## src/rtl/calc_seq.sv

```systemverilog
`default_nettype none
// ============================================================================
//  Module   : calc_seq
//  Purpose  : Sequential four-function calculator (add, |A-B|, multiply,
//             divide) with start/busy/done handshake. Multiply and divide
//             iterate one bit per cycle; the binary result is then converted
//             to packed BCD by a sequential double-dabble engine.
//  Ports    : clk, rst        - clock (rising edge), async active-high reset
//             start, A, B, K  - request and operands/opcode, sampled in IDLE
//                               (K: 00 add, 01 sub, 10 mul, 11 div)
//             busy, done      - state != IDLE; one-cycle completion pulse
//             result, sign    - binary magnitude; 1 when sub and A < B
//             err, bcd        - divide-by-zero flag; packed BCD of result
//             rem             - divide remainder (only with CALC_REMAINDER_EN)
//  Options  : `define CALC_REMAINDER_EN adds the rem output port.
//  Revision : 1.0 - initial release
// ============================================================================
module calc_seq #(
  parameter int W    = 3,
  parameter int NDIG = 2
) (
  input  logic              clk,
  input  logic              rst,
  input  logic              start,
  input  logic [W-1:0]      A,
  input  logic [W-1:0]      B,
  input  logic [1:0]        K,
  output logic              busy,
  output logic              done,
  output logic [2*W-1:0]    result,
  output logic              sign,
  output logic              err,
  output logic [4*NDIG-1:0] bcd
`ifdef CALC_REMAINDER_EN
  ,
  output logic [W-1:0]      rem
`endif
);

  localparam int c_CW = $clog2(2*W+1);

  localparam logic [1:0] c_IDLE = 2'd0;
  localparam logic [1:0] c_EXEC = 2'd1;
  localparam logic [1:0] c_CONV = 2'd2;
  localparam logic [1:0] c_DONE = 2'd3;

  localparam logic [1:0] c_OP_ADD = 2'b00;
  localparam logic [1:0] c_OP_SUB = 2'b01;
  localparam logic [1:0] c_OP_MUL = 2'b10;
  localparam logic [1:0] c_OP_DIV = 2'b11;

  localparam logic [c_CW-1:0] c_ITER_LAST = c_CW'(W-1);
  localparam logic [c_CW-1:0] c_CONV_LAST = c_CW'(2*W-1);

  logic [1:0]        r_state, w_next;
  logic [W-1:0]      r_a, r_b;
  logic [1:0]        r_k;
  logic [c_CW-1:0]   r_cnt;
  logic [2*W-1:0]    r_acc, r_mcand;
  logic [W-1:0]      r_mplier;
  logic [W-1:0]      r_rem, r_quo;
  logic [2*W-1:0]    r_res, r_sh;
  logic [4*NDIG-1:0] r_bcdw;
  logic [2*W-1:0]    r_result;
  logic [4*NDIG-1:0] r_bcd;
  logic              r_sign, r_err;

  logic              w_div0, w_exec_last, w_conv_last;
  logic [2*W-1:0]    w_acc_next, w_exec_res;
  logic [W:0]        w_shift, w_trial;
  logic              w_qbit;
  logic [W-1:0]      w_rem_next, w_quo_next, w_diff;
  logic [4*NDIG-2:0] w_adj;
  logic [4*NDIG-1:0] w_dd_next;

  assign w_div0      = (K == c_OP_DIV) && (B == '0);
  // Only multiply/divide (K[1]=1) iterate; add/sub finish in one EXEC cycle.
  assign w_exec_last = r_k[1] ? (r_cnt == c_ITER_LAST) : 1'b1;
  assign w_conv_last = (r_cnt == c_CONV_LAST);

  // Shift-add multiplier step, LSB of the multiplier first.
  assign w_acc_next = r_acc + (r_mplier[0] ? r_mcand : '0);

  // Restoring divider step: bring in the next dividend bit, trial-subtract,
  // keep the difference only when it did not go negative.
  assign w_shift    = {r_rem, r_quo[W-1]};
  assign w_trial    = w_shift - {1'b0, r_b};
  assign w_qbit     = ~w_trial[W];
  assign w_rem_next = w_qbit ? w_trial[W-1:0] : w_shift[W-1:0];
  assign w_quo_next = (r_quo << 1) | W'(w_qbit);

  assign w_diff = (r_a >= r_b) ? (r_a - r_b) : (r_b - r_a);

  always_comb begin
    w_exec_res = '0;
    case (r_k)
      c_OP_ADD: w_exec_res = {{W{1'b0}}, r_a} + {{W{1'b0}}, r_b};
      c_OP_SUB: w_exec_res = {{W{1'b0}}, w_diff};
      c_OP_MUL: w_exec_res = w_acc_next;
      default:  w_exec_res = {{W{1'b0}}, w_quo_next};
    endcase
  end

  // Double-dabble: add 3 to each digit >= 5, then shift left one bit. The top
  // bit of the most significant digit is shifted out, so only its low three
  // bits are carried.
  for (genvar i = 0; i < NDIG; i++) begin : g_dig
    logic [3:0] w_d;
    assign w_d = r_bcdw[4*i +: 4];
    if (i == NDIG-1) begin : g_top
      assign w_adj[4*i +: 3] = (w_d >= 4'd5) ? (w_d[2:0] + 3'd3) : w_d[2:0];
    end else begin : g_low
      assign w_adj[4*i +: 4] = (w_d >= 4'd5) ? (w_d + 4'd3) : w_d;
    end
  end
  assign w_dd_next = {w_adj, r_sh[2*W-1]};

  // State register
  always_ff @(posedge clk or posedge rst) begin
    if (rst) r_state <= c_IDLE;
    else     r_state <= w_next;
  end

  // Next-state logic
  always_comb begin
    w_next = r_state;
    case (r_state)
      c_IDLE: if (start)       w_next = w_div0 ? c_DONE : c_EXEC;
      c_EXEC: if (w_exec_last) w_next = c_CONV;
      c_CONV: if (w_conv_last) w_next = c_DONE;
      default:                 w_next = c_IDLE;
    endcase
  end

  // Handshake outputs
  always_comb begin
    busy = (r_state != c_IDLE);
    done = (r_state == c_DONE);
  end

  // Datapath and registered outputs
  always_ff @(posedge clk or posedge rst) begin
    if (rst) begin
      r_a      <= '0;
      r_b      <= '0;
      r_k      <= '0;
      r_cnt    <= '0;
      r_acc    <= '0;
      r_mcand  <= '0;
      r_mplier <= '0;
      r_rem    <= '0;
      r_quo    <= '0;
      r_res    <= '0;
      r_sh     <= '0;
      r_bcdw   <= '0;
      r_result <= '0;
      r_bcd    <= '0;
      r_sign   <= 1'b0;
      r_err    <= 1'b0;
    end else begin
      case (r_state)
        c_IDLE: begin
          if (start) begin
            r_a      <= A;
            r_b      <= B;
            r_k      <= K;
            r_cnt    <= '0;
            r_acc    <= '0;
            r_mcand  <= {{W{1'b0}}, A};
            r_mplier <= B;
            r_rem    <= '0;
            r_quo    <= A;
            if (w_div0) begin
              r_result <= '0;
              r_bcd    <= {{(4*NDIG-4){1'b0}}, 4'hE};
              r_sign   <= 1'b0;
              r_err    <= 1'b1;
            end
          end
        end
        c_EXEC: begin
          r_cnt    <= r_cnt + 1'b1;
          r_acc    <= w_acc_next;
          r_mcand  <= r_mcand << 1;
          r_mplier <= r_mplier >> 1;
          r_rem    <= w_rem_next;
          r_quo    <= w_quo_next;
          if (w_exec_last) begin
            r_cnt  <= '0;
            r_res  <= w_exec_res;
            r_sh   <= w_exec_res;
            r_bcdw <= '0;
          end
        end
        c_CONV: begin
          r_cnt  <= r_cnt + 1'b1;
          r_sh   <= r_sh << 1;
          r_bcdw <= w_dd_next;
          if (w_conv_last) begin
            r_result <= r_res;
            r_bcd    <= w_dd_next;
            r_sign   <= (r_k == c_OP_SUB) && (r_a < r_b);
            r_err    <= 1'b0;
          end
        end
        default: ;
      endcase
    end
  end

`ifdef CALC_REMAINDER_EN
  logic [W-1:0] r_rem_out;

  always_ff @(posedge clk or posedge rst) begin
    if (rst) begin
      r_rem_out <= '0;
    end else if (r_state == c_IDLE && start && w_div0) begin
      r_rem_out <= '0;
    end else if (r_state == c_CONV && w_conv_last) begin
      r_rem_out <= (r_k == c_OP_DIV) ? r_rem : '0;
    end
  end

  assign rem = r_rem_out;
`endif

  assign result = r_result;
  assign bcd    = r_bcd;
  assign sign   = r_sign;
  assign err    = r_err;

endmodule
`default_nettype wire

```

## config.mk

```make
export PLATFORM = sky130hd
export DESIGN_NAME = calc_seq
export DESIGN_NICKNAME = d
export VERILOG_FILES = /design/src/rtl/calc_seq.sv
export SDC_FILE = /design/constraint.sdc
export NUM_CORES = 1
export LEC_CHECK = 0
export BUFFER_PORTS_ARGS = -buffer_cell sky130_fd_sc_hd__buf_2
export CAP_MARGIN = 20
export CORE_UTILIZATION = 35
export CTS_CLUSTER_SIZE = 14
export DETAILED_ROUTE_END_ITERATION = 8
export GPL_TIMING_DRIVEN = 0
export SLEW_MARGIN = 20
export SYNTH_ARGS = -nofsm -noshare
export SYNTH_HDL_FRONTEND = slang
export SYNTH_SLANG_ARGS = --single-unit
```

## constraint.sdc

```tcl
create_clock -name clk -period 2.7 [get_ports clk]
set_input_delay 0.135 -clock clk [delete_from_list [all_inputs] [get_ports clk]]
set_output_delay 0.135 -clock clk [all_outputs]
set_load 0.1 [all_outputs]
```

==> flow_metrics.env <==
export IMPL_drc_errors=0
export IMPL_gp_routability_congestion=0.817
export IMPL_holdWs_ns=0.0298
export IMPL_seq_area_frac_synth_pct=45.5
export IMPL_synthCells=387
export IMPL_vdd_drop_max_mv=0.593
export IMPL_relSlewSlack_pct=45.9
export IMPL_coreArea_mm2=0.0105
export IMPL_synthFlopType="dfrtp_1"
export IMPL_hp_start="K[1]"
export IMPL_antenna_found_initial=0
export IMPL_antenna_cells=0
export IMPL_p_per_area_mw_per_mm2=1270
export IMPL_fin_setup_tns_ns=0
export IMPL_syn_num_nets=430
export IMPL_fin_nets=471
export IMPL_rr_endpoint="r_sh[1]$_DFFE_PP0P_"
export IMPL_max_slew_worst_pin_slew_ns=0.812
export IMPL_cp_max_fo=5
export IMPL_io_buffers=28
export IMPL_cts_buffer_depth=2
export IMPL_drv_slew=0
export IMPL_insertion_delay_ns=0.35
export IMPL_fmax_mhz=445
export IMPL_area_growth_pct=13.5
export IMPL_holdPathEnd="r_k[1]$_DFFE_PP0P_"
export IMPL_p_leak_nw=2.07
export IMPL_viasPerCell=5.15
export IMPL_p_switching_mw=2.74
export IMPL_crit_path_start_kind="register"
export IMPL_hpwl_um=6380
export IMPL_synth_top_area_cell="dfrtp_1"
export IMPL_worstHoldPathCells=2
export IMPL_fin_crit_ns=2.25
export IMPL_crit_start="r_a[1]$_DFFE_PP0P_"
export IMPL_rsz0062_at_grt="no"
export IMPL_grt_pass1_vias=2872
export IMPL_grtUsageTotal_pct=16.4
export IMPL_seqPwrFrac_pct=30.9
export IMPL_netlist_top_cells_count="dfrtp_1 (70), nand2_1 (49), inv_1 (29)"
export IMPL_io_pins=29
export IMPL_max_cap_viol_count=0
export IMPL_cts_tree="done"
export IMPL_synth_distinct_cells=50
export IMPL_drtIter0Drc=93
export IMPL_antenna_left=0
export IMPL_yosysWarnings=0
export IMPL_gr_total_overflow=0
export IMPL_endpoint_kind="register"
export IMPL_htreeDepth=3
export IMPL_wire_per_inst_um=15.0
export IMPL_status="finished, final reports clean"
export IMPL_cp_required_ns=2.94
export IMPL_setup_violations=0
export IMPL_rr_worst_depth=7
export IMPL_dieArea_mm2=0.0114
export IMPL_dp_slack_ns=0.458
export IMPL_rows=37
export IMPL_critPathKind="reg -> reg"
export IMPL_cts_made_buffers=9
export IMPL_regToRegSetupSlack_ns=0.45
export IMPL_vias=2925
export IMPL_synthesis_area_mm2=0.00385
export IMPL_ctsResizeCount=0
export IMPL_clkPwrFrac_pct=13.8
export IMPL_setup_ws_ns=0.451
export IMPL_p_int_mw=2.81
export IMPL_wl_um=8520
export IMPL_grt_start_max_net_pins=44
export IMPL_clock_skew_final_ns=0.00779
export IMPL_swShare_pct=49.4
export IMPL_synth_seq_cells=70
export IMPL_grt_pass1_wl_um=14400
export IMPL_critPathArrivalTime_ns=2.49
export IMPL_yosysMostFrequentCell="dfrtp_1"
export IMPL_synth_area_per_cell_um2=9.94
export IMPL_synth_area_leaders="dfrtp_1 (46%), ha_1 (8.8%), nand2_1 (4.8%)"
export IMPL_die_h_um=107
export IMPL_clock_sinks=70
export IMPL_fin_crit_sh_pct=83.3
export IMPL_die_w_um=107
export IMPL_hp_class="in -> reg"
export IMPL_synth_top_area_share_pct=45.5
export IMPL_pwr_share_comb_pct=55.2
export IMPL_clk_pin_slew_ns=0.07
export IMPL_synth_edf_count=0
export IMPL_initial_core_util_pct=36.6
export IMPL_cts_root_buf="clkbuf_8"
export IMPL_ys_async_sr_fraction_pct=100
export IMPL_hold_viol_final=0
export IMPL_timing_rr_start="r_a[1]$_DFFE_PP0P_"
export IMPL_first_pass_iters=5
export IMPL_drive_above_1_share_pct=13.9
## sequential cells by signal, summed over array words and instances (netlist names)
signal / flops
bcd: 8
err: 1
r_mcand: 6
r_sh: 6
r_bcdw: 8
r_quo: 3
r_cnt: 3
result: 6
r_k: 2
r_rem: 3
r_acc: 6
r_res: 6
r_state: 2
r_b: 3
r_a: 3
r_mplier: 3
sign: 1
## how the worst max path moves through the flow
stage,end,slack (ns),cells past startpoint
6_report,r_sh[1]$_DFFE_PP0P_,0.45,7
5_1_grt,bcd[0]$_DFFE_PP0P_,0.20,8
4_1_cts,bcd[0]$_DFFE_PP0P_,0.44,8
3_5_place_dp,bcd[0]$_DFFE_PP0P_,0.46,8
3_3_place_gp,r_cnt[0]$_DFFE_PP0P_,-0.13,2
2_1_floorplan,sign$_DFFE_PP0P_,0.25,8
## metrics by stage
stage / power (mW) / area (um2) / util [%] / std cells
after floorplan: 4.08 / 3850 / - / 387
after global placement: 4.72 / 4160 / 39.6 / 551
after detailed placement: 4.79 / 4180 / 39.8 / 552
after CTS: 5.58 / 4370 / 41.5 / 568
after global routing: 6.01 / 4370 / 41.5 / 568
final: 5.55 / 4370 / 41.5 / 568
## metal layers
layer / track usage (%) / wire length, um / part of all wire [%]
met5: 0 / 0 / 0
met4: 4.79 / 102 / 1.2
met3: 3.53 / 310 / 3.6
met2: 25.8 / 3930 / 46
met1: 22.8 / 4180 / 49
## final cells by class
cell class                      instances  area, um2
Buffer                                 13       66.3
Clock inverter                          3       20.0
Fill cell                            1044       6140
Clock buffer                           12        155
Multi-Input combinational cell        273       1910
Sequential cell                        70       1750
Inverter                               31        119
Tap cell                              136        170
Timing Repair Buffer                   30        170
## power groups by stage
| stage | Sequential (mW) | Combinational (mW) | Clock [mW] |
|---|---|---|---|
| 6_report | 1.72 | 3.07 | 0.768 |
| 5_1_grt | 1.78 | 3.40 | 0.833 |
| 4_1_cts | 1.72 | 3.07 | 0.789 |
| 3_5_place_dp | 1.74 | 3.05 | 0 |
| 3_3_place_gp | 1.72 | 3.00 | 0 |
| 2_1_floorplan | 2.06 | 2.02 | 0 |
## cell usage in the layout, fill, tap and decap left out, types with 3 or more instances in the layout
cell type and instances:
xor2_1 4, buf_2 33, a21oi_1 22, nor2_1 20, fa_1 5, nand3_1 11, a22o_1 19, nand2b_1 7
ha_1 27, clkbuf_1 7, o21ai_1 5, dfrtp_1 70, clkbuf_8 11, xnor2_1 9, o21ai_0 27, mux2i_1 7
nand2_1 49, and2_1 6, mux2_2 7, a211oi_1 3, o211ai_1 3, nor3_1 3, inv_1 28
## cell families (layout without fill, tap and decap cells)
kind of cell	after synthesis	after routing	share of synthesized area, %
simple gates	110	110	13.6
fa+ha+maj	32	32	11.4
mux	14	14	3.87
buf+inv	44	89	4.75
compound gates	104	104	17.9
flops	70	70	45.5
xor+xnor	13	13	2.96
## timing repair
item	4_1_cts	5_1_grt
hold buffers	1	0
buffers inserted	0	0
hold endpoints to repair	27	0
## worst max-delay path: stages, from the launching register on
cell,delay (ns)
dfrtp_1,0.47
inv_1,0.16
ha_1,0.34
nand2_1,0.05
o21ai_0,0.31
mux2_2,0.40
a211oi_1,0.29
o31ai_1,0.11
Note: power is estimated with default switching activity, not from simulation.
